**config.mk**
```make
export PLATFORM = sky130hd
export DESIGN_NAME = fifo_ctrl_1clk_fwft
export DESIGN_NICKNAME = d
export VERILOG_FILES = /design/src/rtl/fifo_ctrl_1clk_fwft.sv
export SDC_FILE = /design/constraint.sdc
export NUM_CORES = 1
export LEC_CHECK = 0
export CAP_MARGIN = 20
export CORE_MARGIN = 2
export CORE_UTILIZATION = 43
export CTS_BUF_LIST = sky130_fd_sc_hd__clkbuf_4 sky130_fd_sc_hd__clkbuf_8
export CTS_CLUSTER_DIAMETER = 40
export CTS_CLUSTER_SIZE = 16
export DETAILED_ROUTE_END_ITERATION = 7
export PLACE_DENSITY = 0.75
export SYNTH_ARGS = -nofsm -noshare
export SYNTH_HDL_FRONTEND = slang
export SYNTH_SLANG_ARGS = --single-unit
```
**constraint.sdc**
```tcl
create_clock -name clk -period 4.4 [get_ports clk]
set_input_delay 0.66 -clock clk [delete_from_list [all_inputs] [get_ports clk]]
set_output_delay 0.66 -clock clk [all_outputs]
set_load 0.005 [all_outputs]
```
**src/rtl/fifo_ctrl_1clk_fwft.sv**
```systemverilog
// First-word-fall-through FIFO controller around an external single-clock RAM with registered read data.
// A two-entry output buffer hides the one-cycle RAM read latency, so the FIFO keeps one word per cycle.
module fifo_ctrl_1clk_fwft #(
  parameter  int C_WIDTH = 32,
  parameter  int C_DEPTH = 1024,
  localparam int C_ADDR  = $clog2(C_DEPTH)
) (
  input  logic               clk,
  input  logic               rst_n,
  input  logic [C_WIDTH-1:0] wr_data,
  input  logic               wr_valid,
  output logic               wr_ready,
  output logic [C_WIDTH-1:0] rd_data,
  output logic               rd_valid,
  input  logic               rd_ready,
  output logic [C_ADDR+1:0]  count,
  output logic [C_ADDR-1:0]  ram_addra,
  output logic               ram_wea,
  output logic [C_WIDTH-1:0] ram_dina,
  output logic [C_ADDR-1:0]  ram_addrb,
  input  logic [C_WIDTH-1:0] ram_doutb
);

  localparam logic [C_ADDR:0] FULL_CNT = (C_ADDR+1)'(C_DEPTH);

  logic [C_ADDR:0]    wr_ptr, rd_ptr, wr_ptr_nxt, rd_ptr_nxt, ram_cnt;
  logic               wr_ready_q, rd_issue_q;
  logic [1:0]         ocnt, ocnt_after_pop, ocnt_nxt;
  logic [C_WIDTH-1:0] obuf [2];
  logic               wr_en, pop, rd_issue;

  // NOTE: every signal gets a value on every pass, so no latch can be inferred.
  always_comb begin
    wr_en          = wr_valid & wr_ready_q;
    pop            = (ocnt != 2'd0) & rd_ready;
    ram_cnt        = wr_ptr - rd_ptr;
    ocnt_after_pop = ocnt - {1'b0, pop};
    // Issue only if the buffer still has room once the word already in flight lands.
    rd_issue       = (ram_cnt != '0) && ((ocnt_after_pop + {1'b0, rd_issue_q}) < 2'd2);
    wr_ptr_nxt     = wr_ptr + {{C_ADDR{1'b0}}, wr_en};
    rd_ptr_nxt     = rd_ptr + {{C_ADDR{1'b0}}, rd_issue};
    ocnt_nxt       = ocnt_after_pop + {1'b0, rd_issue_q};
  end

  // NOTE: state uses non-blocking assignments so every register samples pre-edge values.
  always_ff @(posedge clk or negedge rst_n) begin
    if (!rst_n) begin
      wr_ptr     <= '0;
      rd_ptr     <= '0;
      rd_issue_q <= 1'b0;
      ocnt       <= '0;
      wr_ready_q <= 1'b0;
    end else begin
      wr_ptr     <= wr_ptr_nxt;
      rd_ptr     <= rd_ptr_nxt;
      rd_issue_q <= rd_issue;
      ocnt       <= ocnt_nxt;
      wr_ready_q <= (wr_ptr_nxt - rd_ptr_nxt) != FULL_CNT;
    end
  end

  // NOTE: obuf holds data only and is qualified by ocnt, so it needs no reset.
  // With a pop and a capture into slot 0 together, the later capture wins.
  always_ff @(posedge clk) begin
    if (pop)        obuf[0] <= obuf[1];
    if (rd_issue_q) obuf[ocnt_after_pop[0]] <= ram_doutb;
  end

  assign wr_ready  = wr_ready_q;
  assign rd_valid  = (ocnt != 2'd0);
  assign rd_data   = obuf[0];
  assign count     = {1'b0, ram_cnt} + {{(C_ADDR+1){1'b0}}, rd_issue_q} + {{C_ADDR{1'b0}}, ocnt};
  assign ram_addra = wr_ptr[C_ADDR-1:0];
  assign ram_wea   = wr_en;
  assign ram_dina  = wr_data;
  assign ram_addrb = rd_ptr[C_ADDR-1:0];

  obuf_overflow_a: assert property (@(posedge clk) disable iff (!rst_n)
    !(rd_issue_q && (ocnt_after_pop == 2'd2)));

endmodule

```
==> results_dict.tcl, run 1 <==
set metrics [dict create \
    synth_top_area_frac 0.380 \
    setup_ws_ns -0.0730 \
    ys_seq_area_frac 0.509 \
    h-tree-depth 3 \
    hold_viol_final 0 \
    core_mm2 0.0115 \
    max_stage_delay_ns 0.39 \
    p_leak_nw 2.83 \
    grt-ovfl-total 0 \
    crit_arrival_ns 4.72 \
    clock_sinks 90 \
    min_period_over_period 1.02 \
    max_slew.worst_pin.slew_ns 0.766 \
    drive_above_1_share 0.299 \
    num_rows 39 \
    end_kind "flop" \
    skew_ns 0.0118 \
    critPathKind "reg -> reg" \
    grt_pass1_wl_mm 18.3 \
    hpwl_mm 8.57 \
    avgViaCountPerCell 5.07 \
    synth.area.top_cells "edfxtp_1, dfrtp_1, buf_4" \
    synth.distinct_cells 58 \
    drv_cap 0 \
    area_growth_pct 34.8 \
    syn_inst 416 \
    cp_slowest_cell "dfrtp_1" \
    wl_per_cell_um 16.2 \
    synthesis.area_mm2 0.00506 \
    synth_warnings 0 \
    synth_flop_cell "edfxtp_1" \
    final_cells 695 \
    die_h_um 112 \
    ys_ff_latch 90 \
    clkTransAtPathRegs_ns 0.10 \
    cp_common_cell "ha_2" \
    gp_congestion 0.854 \
    violations "negative setup slack" \
    routed_wl_mm 11.3 \
    rsz0062_at_grt "yes" \
    track_usage 0.184 \
    synthArstFlopShare 0.289 \
    critPathLaunchType "flop" \
    min_period_ns 4.47 \
    antenna_found_initial 0 \
    drtPass1Iterations 4 \
    die_w_um 112 \
    slew_viol_final 0 \
    p_per_area_mw_per_mm2 1000 \
    hold-worst-slack_ns 0.430 \
    syn-num-nets 515 \
    cts_hold_buf 0 \
    cts_tree "built" \
    synth_top_area_cell "edfxtp_1" \
    synth_enable_flop_cells 64 \
    setup_violations 1 \
    nets 646 \
    avgSynthCellArea_um2 12.2 \
    peakVddDrop_v 0.000599 \
    clock_latency_ns 0.37 \
    io_pins 167 \
    cp.required_ns 4.65 \
    cts_root_buffer "clkbuf_8" \
    ant_nets 0 \
    grt_pass1_vias 3695 \
    diodes 0 \
    start_util 0.441 \
    drc_errors 0 \
    numCtsBuffers 9 \
    status "finished, violations left" \
    first_iter_violations 137 \
    dieArea_mm2 0.0126 \
    slew_headroom 0.489 \
    clockBufferDepth 2 \
    critPathMaxFanout 3 \
    max_clock_freq_mhz 224 \
    post-place-cells 676 \
    io_buffers 102 \
    r2r_setup_slack_ns -0.07 \
    path_cells "inv_1 > ha_2 > fa_2 > nand2b_4 > a21oi_2 > o31a_1 > a311o_1 > a21oi_2 > xnor2_2 > a41oi_2 > ha_2 > nand4_1 > or2_4 > xnor2_4 > ha_2 > a21o_1 > a21oi_1 > and2_1 > buf_4 > a2bb2oi_2 > o311ai_1 > a311oi_1 > o2111ai_1" \
    vias 3526 \
    hold_class "in -> async" \
    grt_max_degree 33 \
]
cell usage in the layout, fill, tap and decap left out, drive strengths merged, types with 2 or more instances in the layout:
cell,Yosys,routed
nor3,9,9
mux2,33,33
nand3,12,12
o31a,3,3
xor2,15,15
or2,3,3
a31oi,2,2
a21o,2,2
nand2,14,14
inv,37,39
clkbuf,4,10
xnor2,25,25
a21oi,13,13
o21a,4,4
o21ai,6,6
clkinv,0,3
nand2b,5,5
a41oi,2,2
buf,52,74
and2,5,5
ha,28,28
nor2,16,16
a211oi,3,3
or4,2,2
a211o,2,2
nor2b,4,4
fa,3,3
o311a,2,2
and3,3,3
dfrtp,26,26
edfxtp,64,64
clkdlybuf4s50,0,102
power by group:
part / switching (mW) / internal [mW]
Combinational: 2.05 / 2.64
Clock: 0.306 / 0.271
Sequential: 0.134 / 1.41
path summary, 6_finish.rpt:
path | startpoint | cells after the start | end
hold reg to reg | wr_ptr[10] | 1 | wr_ptr[10]
setup reg to reg | wr_ptr[0] | 23 | wr_ready
hold / removal | rst_n | 1 | wr_ready
max in group asynchronous | rst_n | 2 | ocnt[1]
setup / recovery | wr_ptr[0] | 23 | wr_ready
min in group clk | wr_ptr[10] | 1 | wr_ptr[10]
kinds of logic (layout without fill, tap and decap cells):
kind of cell,after synthesis,count (layout),share of synthesized area
mux,33,33,0.0735
compound gates,50,50,0.0713
flops,90,90,0.509
simple gates,79,79,0.0869
xor+xnor,40,40,0.0708
buf+inv,93,229,0.108
fa+ha+maj,31,31,0.0812
repair_timing:
item	CTS	global route
buffers inserted	4	0
endpoints found under the setup margin	1	3
cloned	0	0
pin swaps	16	5
gates resized for setup	22	5
synth_stat cells (2+ instances only):
cell      instances
or2_2             3
fa_1              3
o21ai_0           4
inv_1            36
o21ai_1           2
a31oi_1           2
ha_1             28
nand3_1          12
xor2_1           15
nor2_1           14
and2_1            5
a21o_1            2
a21oi_1          12
edfxtp_1         64
nand2b_1          5
nor3_1            7
o21a_1            4
o31a_1            2
nor2_2            2
clkbuf_1          4
nand2_1          14
a41oi_1           2
or4_1             2
a211oi_1          3
dfrtp_1          26
and3_1            2
mux2_2           32
xnor2_1          24
nor2b_1           4
buf_4            52
nor3_2            2
stage by stage:
step	setup TNS (ns)	power, mW	worst slack (ns)	util	cell area (um^2)
global route	-0.311	7.30	-0.311	0.594	6810
finish	-0.0730	6.81	-0.0730	0.594	6810
detailed placement	-0.353	5.91	-0.353	0.562	6440
CTS	-0.0399	6.83	-0.0399	0.592	6790
floorplan	0	3.85	0.00516	-	5110
global placement	-0.305	5.82	-0.305	0.562	6440
final cells by class:
class | count | area [um^2]
fillers | 915 | 4650
flip-flops and latches | 90 | 2570
multi-input cells | 233 | 2150
repair buffers | 176 | 1580
well taps | 143 | 179
inverters | 37 | 139
clock buffers | 10 | 131
clock inverters | 6 | 65.1
sequential cells by signal, summed over array words and instances (netlist names):
name / flops
rd_issue_q: 1
wr_ready: 1
wr_ptr: 11
obuf: 64
ocnt: 2
rd_ptr: 11
critical path: cells and delay by family, from the launching register on:
| family | cells | cell delay (ns) |
|---|---|---|
| AOI/OAI and AO/OA | 11 | 1.84 |
| adders and majority gates | 4 | 0.83 |
| and+or+nand+nor | 4 | 0.82 |
| DFF | 1 | 0.39 |
| xor gates and xnor gates | 2 | 0.26 |
| buffers and inverters | 2 | 0.20 |
routing by layer:
metal	routed length [um]	GRT usage	vias up
met1	4890	0.223	1689
li1	-	-	1688
met3	648	0.0443	19
met4	272	0.0732	0
met2	5460	0.317	130
met5	0	0	-
Power figures use the tool's default switching activity.
==> run 2: changes to the inputs <==
- CELL_PAD_IN_SITES_DETAIL_PLACEMENT: unset -> 0
- CELL_PAD_IN_SITES_GLOBAL_PLACEMENT: unset -> 1
- CORE_UTILIZATION: 43 -> 33
- PLACE_DENSITY: 0.75 -> 0.74
- RECOVER_POWER: unset -> 50
==> run 2 against run 1 <==
The run still ends with negative setup slack left. Final area rose by 0.33%. Hold slack better by 0.056 ns. First-iteration DRC count rose by 12%. Worst setup slack worse by 0.14 ns. Sequential cell count unchanged. Largest power group unchanged. Combinational power is 4.9% lower. Clock skew is 0.0053 ns lower.
==> results_dict.tcl, run 2 (synthesis results as in run 1) <==
set metrics [dict create \
    p_per_area_mw_per_mm2 950 \
    reg_top3 "obuf (64), rd_ptr (11), wr_ptr (11)" \
    ant_nets 0 \
    hpwl_mm 8.86 \
    reg2reg_from "wr_ptr[0]" \
    combPwrFrac 0.687 \
    track_usage 0.146 \
    area_growth_pct 35.2 \
    violations "negative setup slack" \
    die_h_um 128 \
    clkTransAtPathRegs_ns 0.09 \
    utilization 0.453 \
    numCtsBuffers 9 \
    p_switching_mw 2.43 \
    antenna_found_initial 0 \
    grt_max_degree 33 \
    first_iter_violations 154 \
    num_rows 45 \
    clock_sinks 90 \
    tns_ns -0.209 \
    h-tree-depth 3 \
    dieArea_mm2 0.0163 \
    cp-startpoint "wr_ptr[0]" \
    cts_root_buffer "clkbuf_8" \
    worstHoldStart "rd_ptr[10]" \
    gp_congestion 0.914 \
    rsz0062_at_grt "yes" \
    crit_arrival_ns 4.85 \
    grt_pass1_vias 3698 \
    drv_cap 0 \
    min_period_ns 4.61 \
    hold_viol_final 0 \
    min_period_over_period 1.05 \
    p_leak_nw 2.85 \
    p_int_mw 4.06 \
    io_pins 167 \
    start_util 0.335 \
    layout_common_cells "dlygate4sd3_1, buf_4, edfxtp_1" \
    die_w_um 128 \
    slew_viol_final 0 \
    slew_headroom 0.477 \
    max_slew.worst_pin.slew_ns 0.784 \
    max_clock_freq_mhz 217 \
    hold_class "reg -> reg" \
    drive_above_1_share 0.296 \
    critPathMaxFanout 3 \
    drtPass1Iterations 4 \
    largest_reg_flops 64 \
    core_mm2 0.0151 \
    setup_violations 1 \
    cts_tree "built" \
    drc_errors 0 \
    switching_share 0.375 \
    avgViaCountPerCell 4.79 \
    placed_cell_area_mm2 0.00649 \
    setup_ws_ns -0.209 \
    critPathLaunchType "flop" \
    nets 646 \
    wl_per_cell_um 16.0 \
    status "finished, violations left" \
    power_frac_clock 0.079 \
    skew_ns 0.00648 \
    end_kind "flop" \
    cp.required_ns 4.64 \
    regMostFlops "obuf" \
    total_power_mw 6.49 \
    grt_pass1_wl_mm 18.4 \
    peakVddDrop_v 0.000525 \
    critPathKind "reg -> reg" \
    clockBufferDepth 2 \
    diodes 0 \
    clock_latency_ns 0.37 \
    routed_wl_mm 11.8 \
    stdcell_area_mm2 0.00684 \
    cts_hold_buf 0 \
    final_common_cell "dlygate4sd3_1" \
    grt-ovfl-total 0 \
    vias 3539 \
    io_buffers 102 \
    seqPwrFrac 0.235 \
]
run 2: cell count changes in the layout (fill, tap and decap cells not counted), moves of 3 or more:
cell,before,now
xnor2_1,21,18
and2_1,5,2
xnor2_2,2,7
clkdlybuf4s50_1,102,26
dlygate4sd3_1,0,74
clkinvlp_4,0,3
run 2: critical path, cell delays in order, from the launching register on:
cell       delay [ns]
dfrtp_1          0.38
inv_1            0.06
ha_2             0.20
fa_2             0.22
nand2b_4         0.13
a21oi_2          0.06
o31a_1           0.30
a311o_1          0.33
a21oi_2          0.17
xnor2_2          0.16
a41oi_2          0.19
ha_2             0.25
ha_4             0.26
inv_1            0.05
ha_4             0.21
nor2b_1          0.12
o21a_1           0.22
o21ai_2          0.16
nand2b_1         0.11
or4bb_1          0.52
a311oi_2         0.23
o2111ai_1        0.14
run 2: cell type report:
| class | count | area [um^2] |
|---|---|---|
| fillers | 1345 | 8250 |
| flip-flops and latches | 90 | 2570 |
| multi-input cells | 233 | 2150 |
| repair buffers | 176 | 1570 |
| well taps | 188 | 235 |
| inverters | 37 | 139 |
| clock buffers | 9 | 124 |
| clock inverters | 6 | 43.8 |
run 2: repair_timing:
item | in CTS | in global routing
setup buffers | 0 | 3
gates resized for setup | 10 | 21
pin swaps | 6 | 24
setup endpoints to repair | 1 | 3
run 2: per-layer routing:
layer | vias up | GRT usage | wire [um]
li1 | 1679 | - | -
met5 | - | 0 | 0
met2 | 138 | 0.250 | 5570
met1 | 1685 | 0.176 | 5130
met4 | 0 | 0.0608 | 332
met3 | 37 | 0.0338 | 765
run 2: path summary, 6_finish.rpt:
path | slack (ns) | cells after the start | endpoint
min reg2reg | 0.49 | 1 | rd_ptr[10]
min in group asynchronous | 0.64 | 1 | wr_ptr[4]
max in group asynchronous | 2.73 | 2 | wr_ptr[8]
max | -0.21 | 21 | wr_ready
min | 0.49 | 1 | rd_ptr[10]
max reg2reg | -0.21 | 21 | wr_ready
run 2: power groups by stage:
stage | combinational (mW) | clock, mW | sequential, mW
floorplan | 2.27 | 0 | 1.58
global placement | 4.28 | 0 | 1.55
detailed placement | 4.34 | 0 | 1.56
CTS | 4.44 | 0.534 | 1.54
global route | 4.88 | 0.564 | 1.56
finish | 4.46 | 0.511 | 1.52
run 2: through the flow:
| step | std cells | worst slack (ns) | hold WS [ns] |
|---|---|---|---|
| final | 739 | -0.209 | 0.487 |
| after floorplan | 416 | 0.00516 | 0.364 |
| after global placement | 720 | -0.297 | 0.477 |
| after global routing | 739 | -0.416 | 0.520 |
| after CTS | 735 | -0.239 | 0.493 |
| after detailed placement | 720 | -0.400 | 0.476 |
==> run 3: changes to the inputs <==
- SLEW_MARGIN: unset -> 40
==> run 3 against run 2 <==
The flow still finishes with violations (negative setup slack). Clock power is 14% higher. Total power grew 0.91%. Combinational power barely moved.
==> results_dict.tcl, run 3 (synthesis results as in run 1) <==
set metrics [dict create \
    status "finished, violations left" \
    violations "negative setup slack" \
    grt-ovfl-total 0 \
    dpl_worst_slack_ns -0.397 \
    total_power_mw 6.55 \
    p_leak_nw 2.84 \
    stdcell_area_mm2 0.00682 \
    die_h_um 128 \
    tns_ns -0.168 \
    min_period_ns 4.57 \
    hold_class "in -> async" \
    die_w_um 128 \
    drv_cap 0 \
    drtPass1Iterations 4 \
    gp_congestion 0.914 \
    final_common_cell "dlygate4sd3_1" \
    crit_arrival_ns 4.82 \
    max_slew.worst_pin.slew_ns 1.15 \
    reg_top3 "obuf (64), rd_ptr (11), wr_ptr (11)" \
    io_pins 167 \
    hold_viol_final 0 \
    critPathMaxFanout 4 \
    cts_root_buffer "clkbuf_8" \
    setup_ws_ns -0.168 \
    clkTransAtPathRegs_ns 0.10 \
    wl_per_cell_um 16.1 \
    drc_errors 0 \
    cp.required_ns 4.65 \
    core_mm2 0.0151 \
    critPathKind "reg -> reg" \
    grt_max_degree 33 \
    max_clock_freq_mhz 219 \
    avgViaCountPerCell 4.77 \
    end_kind "flop" \
    peakVddDrop_v 0.000535 \
    min_period_over_period 1.04 \
    area_growth_pct 35.0 \
    diodes 0 \
    routed_wl_mm 11.9 \
    clock_latency_ns 0.38 \
    io_buffers 102 \
    track_usage 0.146 \
    hpwl_mm 8.86 \
    largest_reg_flops 64 \
    dieArea_mm2 0.0163 \
    first_iter_violations 177 \
    rsz0062_at_grt "yes" \
    vias 3518 \
    nets 644 \
    clock_sinks 90 \
    clockBufferDepth 2 \
    n_fill_cell 1344 \
    numCtsBuffers 9 \
    skew_ns 0.0116 \
    placed_cell_area_mm2 0.00648 \
    start_util 0.335 \
    drive_above_1_share 0.293 \
    utilization 0.452 \
    critPathLaunchType "flop" \
    p_per_area_mw_per_mm2 960 \
    cts_tree "built" \
    ant_nets 0 \
    grt_pass1_wl_mm 18.5 \
    setup_violations 1 \
    layout_common_cells "dlygate4sd3_1, buf_4, edfxtp_1" \
    slew_headroom 0.232 \
    h-tree-depth 3 \
    slew_viol_final 0 \
    grt_pass1_vias 3742 \
    num_rows 45 \
    regMostFlops "obuf" \
    antenna_found_initial 0 \
]
## run 3: cell types whose count changed in the layout (fill, tap and decap cells not counted), sizes merged
cell,previous run,this run
dlygate4sd3,74,72
clkdlybuf4s50,26,28
buf,72,71
dlymetal6s2s,2,1
clkbuf,11,12
bufinv,0,1
clkinvlp,3,2
## run 3: final timing paths
path	cells after the start	from	end	slack (ns)
min in group clk	1	rd_ptr[10]	rd_ptr[10]	0.49
worst min-delay path	1	rst_n	wr_ready	0.48
max in group asynchronous	2	rst_n	ocnt[0]	2.99
worst max-delay path	21	wr_ptr[0]	wr_ready	-0.17
worst min register to register	1	rd_ptr[10]	rd_ptr[10]	0.49
worst max register to register	21	wr_ptr[0]	wr_ready	-0.17
## run 3: power breakdown
group | internal [mW] | switching, mW
sequential | 1.41 | 0.114
clock | 0.270 | 0.314
combinational | 2.44 | 2.01
total | 4.12 | 2.44
## run 3: repair_timing
item | in CTS | in global routing
hold buffers | 0 | 0
hold endpoints to repair | 0 | 0
pin swaps | 6 | 13
buffers inserted | 0 | 2
resized for setup | 8 | 18
endpoints found under the setup margin | 1 | 3
## run 3: final cells by class
class	count	area (um^2)	share of cell area
Tap cell	188	235	0.0345
Inverter	37	139	0.0204
Timing Repair Buffer	174	1550	0.228
Clock inverter	6	66.3	0.00972
Multi-Input combinational cell	233	2130	0.312
Clock buffer	10	131	0.0193
Sequential cell	90	2570	0.377
## run 3: metrics by stage
| stage | instances | hold WS, ns |
|---|---|---|
| 5_1_grt | 738 | 0.502 |
| 2_1_floorplan | 416 | 0.364 |
| 4_1_cts | 736 | 0.234 |
| 3_3_place_gp | 720 | 0.477 |
| 3_5_place_dp | 720 | 0.478 |
| 6_report | 738 | 0.477 |
## run 3: worst max-delay path, cell delays in order (launching register included)
cell	delay [ns]
dfrtp_1	0.38
inv_1	0.06
ha_2	0.19
fa_2	0.21
nand2b_4	0.13
a21oi_2	0.06
o31a_1	0.26
a311o_1	0.37
a21oi_2	0.16
xnor2_2	0.10
a41oi_2	0.25
ha_2	0.27
ha_4	0.17
nand3_4	0.11
nor4_2	0.18
xnor2_1	0.18
ha_1	0.31
o31a_1	0.30
a211oi_1	0.19
o311ai_1	0.16
a311oi_2	0.27
o2111ai_1	0.14
## run 3: per-layer routing
metal  track usage  vias to the layer above  wire (um)
li1              -                     1675          -
met1         0.176                     1676       5260
met2         0.249                      130       5560
met3        0.0313                       37        694
met4        0.0679                        0        359
met5             0                        -          0
